### config.mk
export PLATFORM = sky130hd
export DESIGN_NAME = serial_to_parallel_reg
export DESIGN_NICKNAME = d
export VERILOG_FILES = /design/src/rtl/serial_to_parallel_reg.sv
export SDC_FILE = /design/constraint.sdc
export NUM_CORES = 1
export LEC_CHECK = 0
export CAP_MARGIN = 20
export CORE_MARGIN = 8
export CORE_UTILIZATION = 40
export CTS_CLUSTER_DIAMETER = 50
export DETAILED_ROUTE_END_ITERATION = 6
export GPL_ROUTABILITY_DRIVEN = 0
export SLEW_MARGIN = 20
export SYNTH_ARGS = -nofsm -noshare
export SYNTH_HDL_FRONTEND = slang
export SYNTH_SLANG_ARGS = --single-unit
### constraint.sdc
create_clock -name clk -period 1.9 [get_ports clk]
set_input_delay 0.38 -clock clk [delete_from_list [all_inputs] [get_ports clk]]
set_output_delay 0.38 -clock clk [all_outputs]
set_load 0.01 [all_outputs]
### src/rtl/serial_to_parallel_reg.sv
// rtl/serial_to_parallel_reg.sv - LSB-first bit-serial to parallel deserializer with single-entry valid/ready output buffer.
// Optional even-parity bit after each word: define S2P_PARITY_EN (adds PARITY state and par_err output).
module serial_to_parallel_reg #(
  parameter int N = 20
) (
  input  logic         clk,
  input  logic         rst,
  input  logic         en,
  input  logic         start,
  input  logic         D,
  input  logic         clr_ovr,
  output logic [N-1:0] Q,
  output logic         q_valid,
  input  logic         q_ready,
  output logic         busy,
  output logic         overrun
`ifdef S2P_PARITY_EN
  ,
  output logic         par_err
`endif
);

  localparam int CW = $clog2(N);

  typedef enum logic [1:0] {IDLE, SHIFT, PARITY} state_t;

  state_t         state, state_nxt;
  logic [CW-1:0]  cnt, cnt_nxt;
  logic [N-1:0]   sr, sr_nxt;
  logic [N-1:0]   word;
  logic           complete;
  logic           buf_free;
`ifdef S2P_PARITY_EN
  logic           perr;
`endif

  always_comb begin
    state_nxt = state;
    cnt_nxt   = cnt;
    sr_nxt    = sr;
    complete  = 1'b0;
    word      = sr;
`ifdef S2P_PARITY_EN
    perr      = 1'b0;
`endif
    if (en) begin
      // start wins over everything, including a completion on the same bit
      if (start) begin
        state_nxt = SHIFT;
        cnt_nxt   = CW'(1);
        sr_nxt    = {D, sr[N-1:1]};
      end else begin
        case (state)
          SHIFT: begin
            sr_nxt = {D, sr[N-1:1]};
            if (cnt == CW'(N-1)) begin
              cnt_nxt = '0;
`ifdef S2P_PARITY_EN
              state_nxt = PARITY;
`else
              state_nxt = IDLE;
              complete  = 1'b1;
              word      = {D, sr[N-1:1]};
`endif
            end else begin
              cnt_nxt = cnt + CW'(1);
            end
          end
`ifdef S2P_PARITY_EN
          PARITY: begin
            state_nxt = IDLE;
            complete  = 1'b1;
            word      = sr;
            perr      = (^sr) ^ D;
          end
`endif
          default: ;
        endcase
      end
    end
  end

  assign buf_free = !q_valid || q_ready;

  always_ff @(posedge clk or negedge rst) begin
    if (!rst) begin
      state <= IDLE;
      cnt   <= '0;
      sr    <= '0;
      busy  <= 1'b0;
    end else begin
      state <= state_nxt;
      cnt   <= cnt_nxt;
      sr    <= sr_nxt;
      busy  <= (state_nxt != IDLE);
    end
  end

  // Output buffer: refill may coincide with a drain; a full, undrained buffer drops the word
  always_ff @(posedge clk or negedge rst) begin
    if (!rst) begin
      Q       <= '0;
      q_valid <= 1'b0;
      overrun <= 1'b0;
`ifdef S2P_PARITY_EN
      par_err <= 1'b0;
`endif
    end else begin
      if (complete && buf_free) begin
        Q       <= word;
        q_valid <= 1'b1;
`ifdef S2P_PARITY_EN
        par_err <= perr;
`endif
      end else if (q_valid && q_ready) begin
        q_valid <= 1'b0;
      end

      if (complete && !buf_free) begin
        overrun <= 1'b1;
      end else if (clr_ovr) begin
        overrun <= 1'b0;
      end
    end
  end

endmodule

======== Word-level counts from Yosys, hierarchy flattened ========
Cells that the tools add are included.
W data, S select, Z words.
storage, ports and cells
  output and inout bits ................... 23
  logic and storage cells ................. 42
  bits in registers ....................... 50
  input bits .............................. 7
operators by class
  add/sub/neg operators ................... 1
  equal/unequal tests ..................... 2
  reduce and logical (&&, ||, !) cells .... 11
  muxes and demuxes ....................... 21
operators with widths
  kind                   number
  $mux W20               6
  $mux W5                3
  $mux W1                8
  $mux W2                4
  $reduce_bool A2 Y1     4
  $add A5 B1 Y5 const B  1
  $eq A5 B5 Y1 const B   1
  $logic_and A1 B1 Y1    3
  $eq A2 B1 Y1 const B   1
  $logic_not A1 Y1       2
  $reduce_and A2 Y1      1
  $logic_or A1 B1 Y1     1

======== Depth between registers and ports, before layout ========
Gate-level depths: netlist of run 1.
  depth after elaboration ................. 7
  depth in mapped cells ................... 5
  gate-level depth less buffers ........... 4

======== Least setup slack after synthesis of run 1 ========
OpenSTA, ideal clock, no wires.
  kind .................................... register -> register
  from .................................... reg cnt[0]
  to ...................................... reg Q[0]
  period minus slack after synthesis ...... 1529 ps
  arrival time ............................ 1404 ps
  data required time ...................... 1775 ps
  stages on the path, launching flop included .. 6
  path buffers ............................ 1
  slack ................................... 371 ps
  library setup time ...................... 125 ps
  cell sequence ........................... dfrtp_1 ha_1 and4bb_2 nand3_4 buf_6 mux2_4
on the way
  longest elaborated chain between the ends .. 6
  elaborated cells between the ends (all ways) .. 10
  classes of those cells .................. eq/ne (1); mux (8); reduce/logical (1)
ends and longest elaborated chain
  item                    RTL line  source
  from (decl)             28        logic [CW-1:0] cnt, cnt_nxt;
  from (signal assigned)  93        cnt <= cnt_nxt;
  $eq A5 B5 Y1 *          56        if (cnt == CW'(N-1)) begin
  $mux W1                 56
  $mux W1                 53        case (state)
  $mux W1                 48        if (start) begin
  $mux W1                 46        if (en) begin
  $logic_and A1 B1 Y1     109       if (complete && buf_free) begin
  to (signal assigned)    110       Q <= word;
  to (decl)               12        output logic [N-1:0] Q,
Every way passes the cells marked *; elsewhere a longest branch is shown, timed or not.
A chain may end at the register's enable or synchronous reset.

======== Worst setup path after layout of run 1 ========
  from .................................... reg cnt[0]
  to ...................................... reg Q[14]
Same word-level chain as after synthesis.

==> flow_metrics.env, run 1 <==
export IMPL_swShare_pct=25.5
export IMPL_cts_buffers_inserted=5
export IMPL_root_buffer="clkbuf_8"
export IMPL_ir_drop_mv=0.757
export IMPL_antenna_found_initial=0
export IMPL_power_switching_uw=790
export IMPL_grt_ovfl_total=0
export IMPL_fin_ws_ns=0.262
export IMPL_place_ws_ns=0.0512
export IMPL_finalSetupViolCount=0
export IMPL_chipWidth_um=88.0
export IMPL_drtIter0Drc=39
export IMPL_die_h_um=88.0
export IMPL_fin_crit_sh_pct=86.2
export IMPL_synth_async_sr_flop_share_pct=100
export IMPL_cts_sinks=49
export IMPL_end_kind="register"
export IMPL_regArea_um2=1230
export IMPL_routed_wl_mm=3.38
export IMPL_tightest_slew_ns=0.593
export IMPL_worstPathRequired_ns=2.08
export IMPL_nets=173
export IMPL_drt_antenna_violating_nets=0
export IMPL_ys_ff_latch=49
export IMPL_core_um2=5040
export IMPL_crit_path_start_kind="register"
export IMPL_rsz0062_at_grt="no"
export IMPL_drv_cap=0
export IMPL_cp_arrival_ns=1.82
export IMPL_min_period_ns=1.64
export IMPL_critPathSlowestCell="dfrtp_1"
export IMPL_min_path_type="in2async"
export IMPL_crit_chain="ha_1 -> and4bb_2 -> nand3_4 -> buf_12 -> mux2_4"
export IMPL_cts_resized=0
export IMPL_powerDensity_nw_per_um2=1190
export IMPL_vias_per_cell=4.87
export IMPL_timing_hold_ws_ns=0.166
export IMPL_num_vias=1145
export IMPL_cp_num_buf_inv=1
export IMPL_status="finished clean"
export IMPL_seq_area_frac_synth_pct=59.1
export IMPL_multi_input_area_um2=786
export IMPL_routedWlPerCell_um=14.4
export IMPL_critPathMaxFanout=10
export IMPL_cts_setup_buffers=0
export IMPL_synth_area_um2=2080
export IMPL_p_int_uw=2310
export IMPL_dr_pass1_iters=4
export IMPL_cts_tree="yes"
export IMPL_start_util_pct=41.2
export IMPL_io_pins=30
export IMPL_fmax_mhz=611
export IMPL_crit_family="simple AND/OR/NAND/NOR gates"
export IMPL_antennaDiodeCount=0
export IMPL_synthDistinctLibCells=33
export IMPL_pwr_share_comb_pct=26.5
export IMPL_synthesis_nets=135
export IMPL_io_buffers=29
export IMPL_yosysWarnings=0
export IMPL_grt_max_degree=50
export IMPL_cts_buffer_depth=2
export IMPL_grt_pass1_vias=1215
export IMPL_pwr_share_seq_pct=50.9
export IMPL_grt_pass1_wl_mm=5.78
export IMPL_slew_violations=0
export IMPL_path_clk_slew_ns=0.08
export IMPL_htreeDepth=2
export IMPL_ys_flop_type="dfrtp_1"
export IMPL_dpl_hpwl_mm=2.42
export IMPL_drc=0
export IMPL_clk_latency_ns=0.30
export IMPL_p_leak_uw=0.00121
export IMPL_num_rows=26
export IMPL_tns_ns=0
export IMPL_worst_path_largest_cell_delay_ns=0.39
export IMPL_drive_above_1_share_pct=38.2
export IMPL_skew_ns=0.00702
export IMPL_hold_buffers=0
export IMPL_fill_cells=434
export IMPL_worstSetupPathType="reg2reg"
export IMPL_area_growth_pct=25.6
export IMPL_hold_viol=0
export IMPL_grt_use_total_pct=9.82
export IMPL_p_clk_share_pct=22.5
export IMPL_die_area_um2=7750
export IMPL_synth_edf_count=0
export IMPL_syn_avg_cell_area_um2=16.3
export IMPL_netlist_instances=127
export IMPL_maxSlewHeadroom_pct=60.5
==> state kept, by name, summed over array words and instances (netlist names) <==
signal / cells
overrun: 1
Q: 20
busy: 1
q_valid: 1
sr: 19
state: 2
cnt: 5
==> path summary, 6_finish.rpt <==
check | to | from | cells past startpoint | slack (ns)
setup / recovery | Q[14] | cnt[0] | 5 | 0.26
hold / removal | Q[0] | rst | 2 | 0.17
setup reg to reg | Q[14] | cnt[0] | 5 | 0.26
hold reg to reg | cnt[0] | cnt[0] | 1 | 0.51
max in group asynchronous | sr[15] | rst | 2 | 1.33
min in group clk | cnt[0] | cnt[0] | 1 | 0.51
==> power by group through the flow <==
stage | combinational [uW] | sequential [uW] | clock, uW
final | 821 | 1580 | 698
after global routing | 886 | 1620 | 771
after CTS | 839 | 1580 | 723
after detailed placement | 835 | 1600 | 0
after global placement | 807 | 1590 | 0
after floorplan | 442 | 1600 | 0
==> stage by stage <==
step | area (um2) | cells | total power [uW] | util (%)
floorplan | 2080 | 127 | 2040 | -
global placement | 2500 | 228 | 2400 | 49.6
detailed placement | 2500 | 228 | 2430 | 49.6
CTS | 2610 | 235 | 3150 | 51.7
global route | 2610 | 235 | 3280 | 51.7
finish | 2610 | 235 | 3100 | 51.7
==> per-layer routing <==
layer	part of all wire [%]	global-route usage [%]	vias up	routed length, um
met2	46	15.5	27	1560
li1	-	-	541	-
met3	8.7	4.88	5	295
met5	0	0	-	0
met4	1.1	3.23	0	36
met1	44	11.3	572	1490
==> layout by cell type, fill, tap and decap left out, types with 2 or more instances in the layout <==
cell and count:
a22o_2 2, mux2_2 19, nand2_1 3, inv_1 2, mux2_4 20, dfrtp_1 49, buf_12 4, buf_4 4
nand2b_1 2, clkbuf_8 5, clkdlybuf4s50_1 28
==> kinds of logic after synthesis <==
| kind of cell | share of synthesized area [%] |
|---|---|
| flip-flops | 59.1 |
| multiplexers | 25.3 |
| buffers and inverters | 3.07 |
| adder cells (fa/ha/maj) | 0.603 |
| AO/OA/AOI/OAI | 5.18 |
| XOR/XNOR | 0.422 |
| AND/OR/NAND/NOR | 6.39 |
==> cell usage after synthesis (2+ instances only) <==
master	number	area [um2]
dfrtp_1	49	1230
mux2_4	20	300
mux2_2	19	214
buf_4	3	22.5
buf_6	3	33.8
nand2_1	3	11.3
a22o_2	2	20.0
inv_1	2	7.51
nand2b_1	2	12.5
==> cell type report <==
cell class | count | area share, %
clock buffer | 5 | 2.64
clock inverter | 2 | 1.34
inverter | 2 | 0.288
multi-input combinational | 70 | 30.1
sequential | 49 | 47.0
tap | 70 | 3.36
timing repair buffer | 37 | 15.2
==> worst reg2reg max path, delay by kind of cell (launching register included) <==
family,cells,cell delay [ns]
adder cells (fa/ha/maj),1,0.24
buffers and inverters,1,0.17
flip-flops,1,0.39
multiplexers,1,0.30
AND/OR/NAND/NOR,2,0.44
Power figures use the tool's default switching activity.
==> inputs of run 2 (changes only) <==
CORE_MARGIN = default   (was 8)
==> run 2 against run 1 <==
Net effect: power fell by 4.0%; worst hold slack got worse by 0.12 ns; largest cell class unchanged; die area fell by 29%; setup slack got worse by 0.024 ns; non-clock buffer count did not move.
==> flow_metrics.env, run 2 (synthesis gave the netlist of run 1 again) <==
export IMPL_nets=173
export IMPL_cts_buffers_inserted=5
export IMPL_core_um2=4850
export IMPL_tightest_slew_ns=0.513
export IMPL_final_cell_mix="dfrtp_1, clkdlybuf4s50_1, mux2_4, mux2_2"
export IMPL_final_common_cell="dfrtp_1"
export IMPL_crit_path_start_kind="register"
export IMPL_end_kind="register"
export IMPL_crit_chain="ha_1 -> and4bb_2 -> nand3_4 -> buf_12 -> mux2_4"
export IMPL_drc=0
export IMPL_worst_path_largest_cell_delay_ns=0.41
export IMPL_chipWidth_um=74.0
export IMPL_root_buffer="clkbuf_8"
export IMPL_cp_num_buf_inv=1
export IMPL_path_clk_slew_ns=0.09
export IMPL_final_util_pct=53.0
export IMPL_fmax_mhz=602
export IMPL_skew_ns=0.00533
export IMPL_fill_cells=395
export IMPL_vias_per_cell=4.91
export IMPL_grt_pass1_wl_mm=5.55
export IMPL_fin_crit_sh_pct=87.5
export IMPL_p_leak_uw=0.00120
export IMPL_finalSetupViolCount=0
export IMPL_drtIter0Drc=48
export IMPL_htreeDepth=2
export IMPL_dpl_hpwl_mm=2.35
export IMPL_largest_reg_flops=20
export IMPL_status="finished clean"
export IMPL_grt_max_degree=25
export IMPL_area_growth_pct=23.7
export IMPL_cts_tree="yes"
export IMPL_cts_resized=0
export IMPL_drive_above_1_share_pct=38.0
export IMPL_clk_latency_ns=0.30
export IMPL_fin_cells=233
export IMPL_cts_setup_buffers=0
export IMPL_die_area_um2=5480
export IMPL_rsz0062_at_grt="no"
export IMPL_maxSlewHeadroom_pct=65.8
export IMPL_worstSetupPathType="reg2reg"
export IMPL_num_vias=1144
export IMPL_grt_ovfl_total=0
export IMPL_io_pins=30
export IMPL_cp_arrival_ns=1.84
export IMPL_critPathMaxFanout=20
export IMPL_reg_largest_list="Q: 20 flops, sr: 19 flops, cnt: 5 flops"
export IMPL_crit_family="flip-flops"
export IMPL_hold_viol=0
export IMPL_tns_ns=0
export IMPL_cts_buffer_depth=2
export IMPL_num_rows=25
export IMPL_die_h_um=74.0
export IMPL_drt_antenna_violating_nets=0
export IMPL_largest_register="Q"
export IMPL_powerDensity_nw_per_um2=1160
export IMPL_dr_pass1_iters=4
export IMPL_hold_buffers=0
export IMPL_start_util_pct=42.8
export IMPL_min_period_ns=1.66
export IMPL_io_buffers=29
export IMPL_grt_use_total_pct=13.8
export IMPL_critPathSlowestCell="dfrtp_1"
export IMPL_drv_cap=0
export IMPL_routed_wl_mm=3.31
export IMPL_routedWlPerCell_um=14.2
export IMPL_antennaDiodeCount=0
export IMPL_grt_pass1_vias=1158
export IMPL_ir_drop_mv=0.572
export IMPL_placed_cells=225
export IMPL_timing_hold_ws_ns=0.0479
export IMPL_slew_violations=0
export IMPL_antenna_found_initial=0
export IMPL_min_path_type="in2async"
export IMPL_cts_sinks=49
export IMPL_worstPathRequired_ns=2.08
[run 2: cell count changes in the layout (fill, tap and decap cells not counted)]
cell       before  now
clkinv_2        1    2
bufinv_16       1    0
clkbuf_1        0    1
buf_12          4    3
buf_4           4    5
[run 2: worst reg2reg max path, stage by stage (launching register included)]
cell	delay [ns]
dfrtp_1	0.41
ha_1	0.26
and4bb_2	0.29
nand3_4	0.08
buf_12	0.19
mux2_4	0.32
[run 2: final cells by class]
class | count | area (um2) | area share (%)
Clock inverter | 2 | 10.0 | 0.390
Clock buffer | 6 | 72.6 | 2.83
Tap cell | 67 | 83.8 | 3.26
Multi-Input combinational cell | 70 | 786 | 30.6
Inverter | 2 | 7.51 | 0.292
Sequential cell | 49 | 1230 | 47.7
Timing Repair Buffer | 37 | 383 | 14.9
[run 2: power by group]
| part | total [uW] | leakage [uW] | switching, uW | internal (uW) |
|---|---|---|---|---|
| sequential | 1580 | 0.000629 | 219 | 1360 |
| clock | 579 | 0.0000450 | 323 | 256 |
| combinational | 814 | 0.000523 | 251 | 562 |
[run 2: stage by stage]
step	power (uW)	setup slack [ns]	area, um2
5_1_grt	3150	0.179	2570
4_1_cts	3020	0.234	2570
2_1_floorplan	2040	0.371	2080
3_5_place_dp	2430	0.0525	2490
3_3_place_gp	2390	0.0838	2490
6_report	2970	0.238	2570
[run 2: final timing paths]
path	start	to	slack, ns	depth (start not counted)
worst min register to register	cnt[0]	cnt[0]	0.50	1
max in group asynchronous	rst	Q[13]	1.25	2
worst min-delay path	rst	Q[3]	0.05	1
worst max-delay path	cnt[0]	Q[19]	0.24	5
worst max register to register	cnt[0]	Q[19]	0.24	5
min in group clk	cnt[0]	cnt[0]	0.50	1
[run 2: per-layer routing]
metal	vias up	GRT usage [%]	share of wire [%]
met4	0	5.77	1.7
met1	572	18.2	47
li1	539	-	-
met3	6	4.07	4.8
met5	-	0	0
met2	27	21.2	47
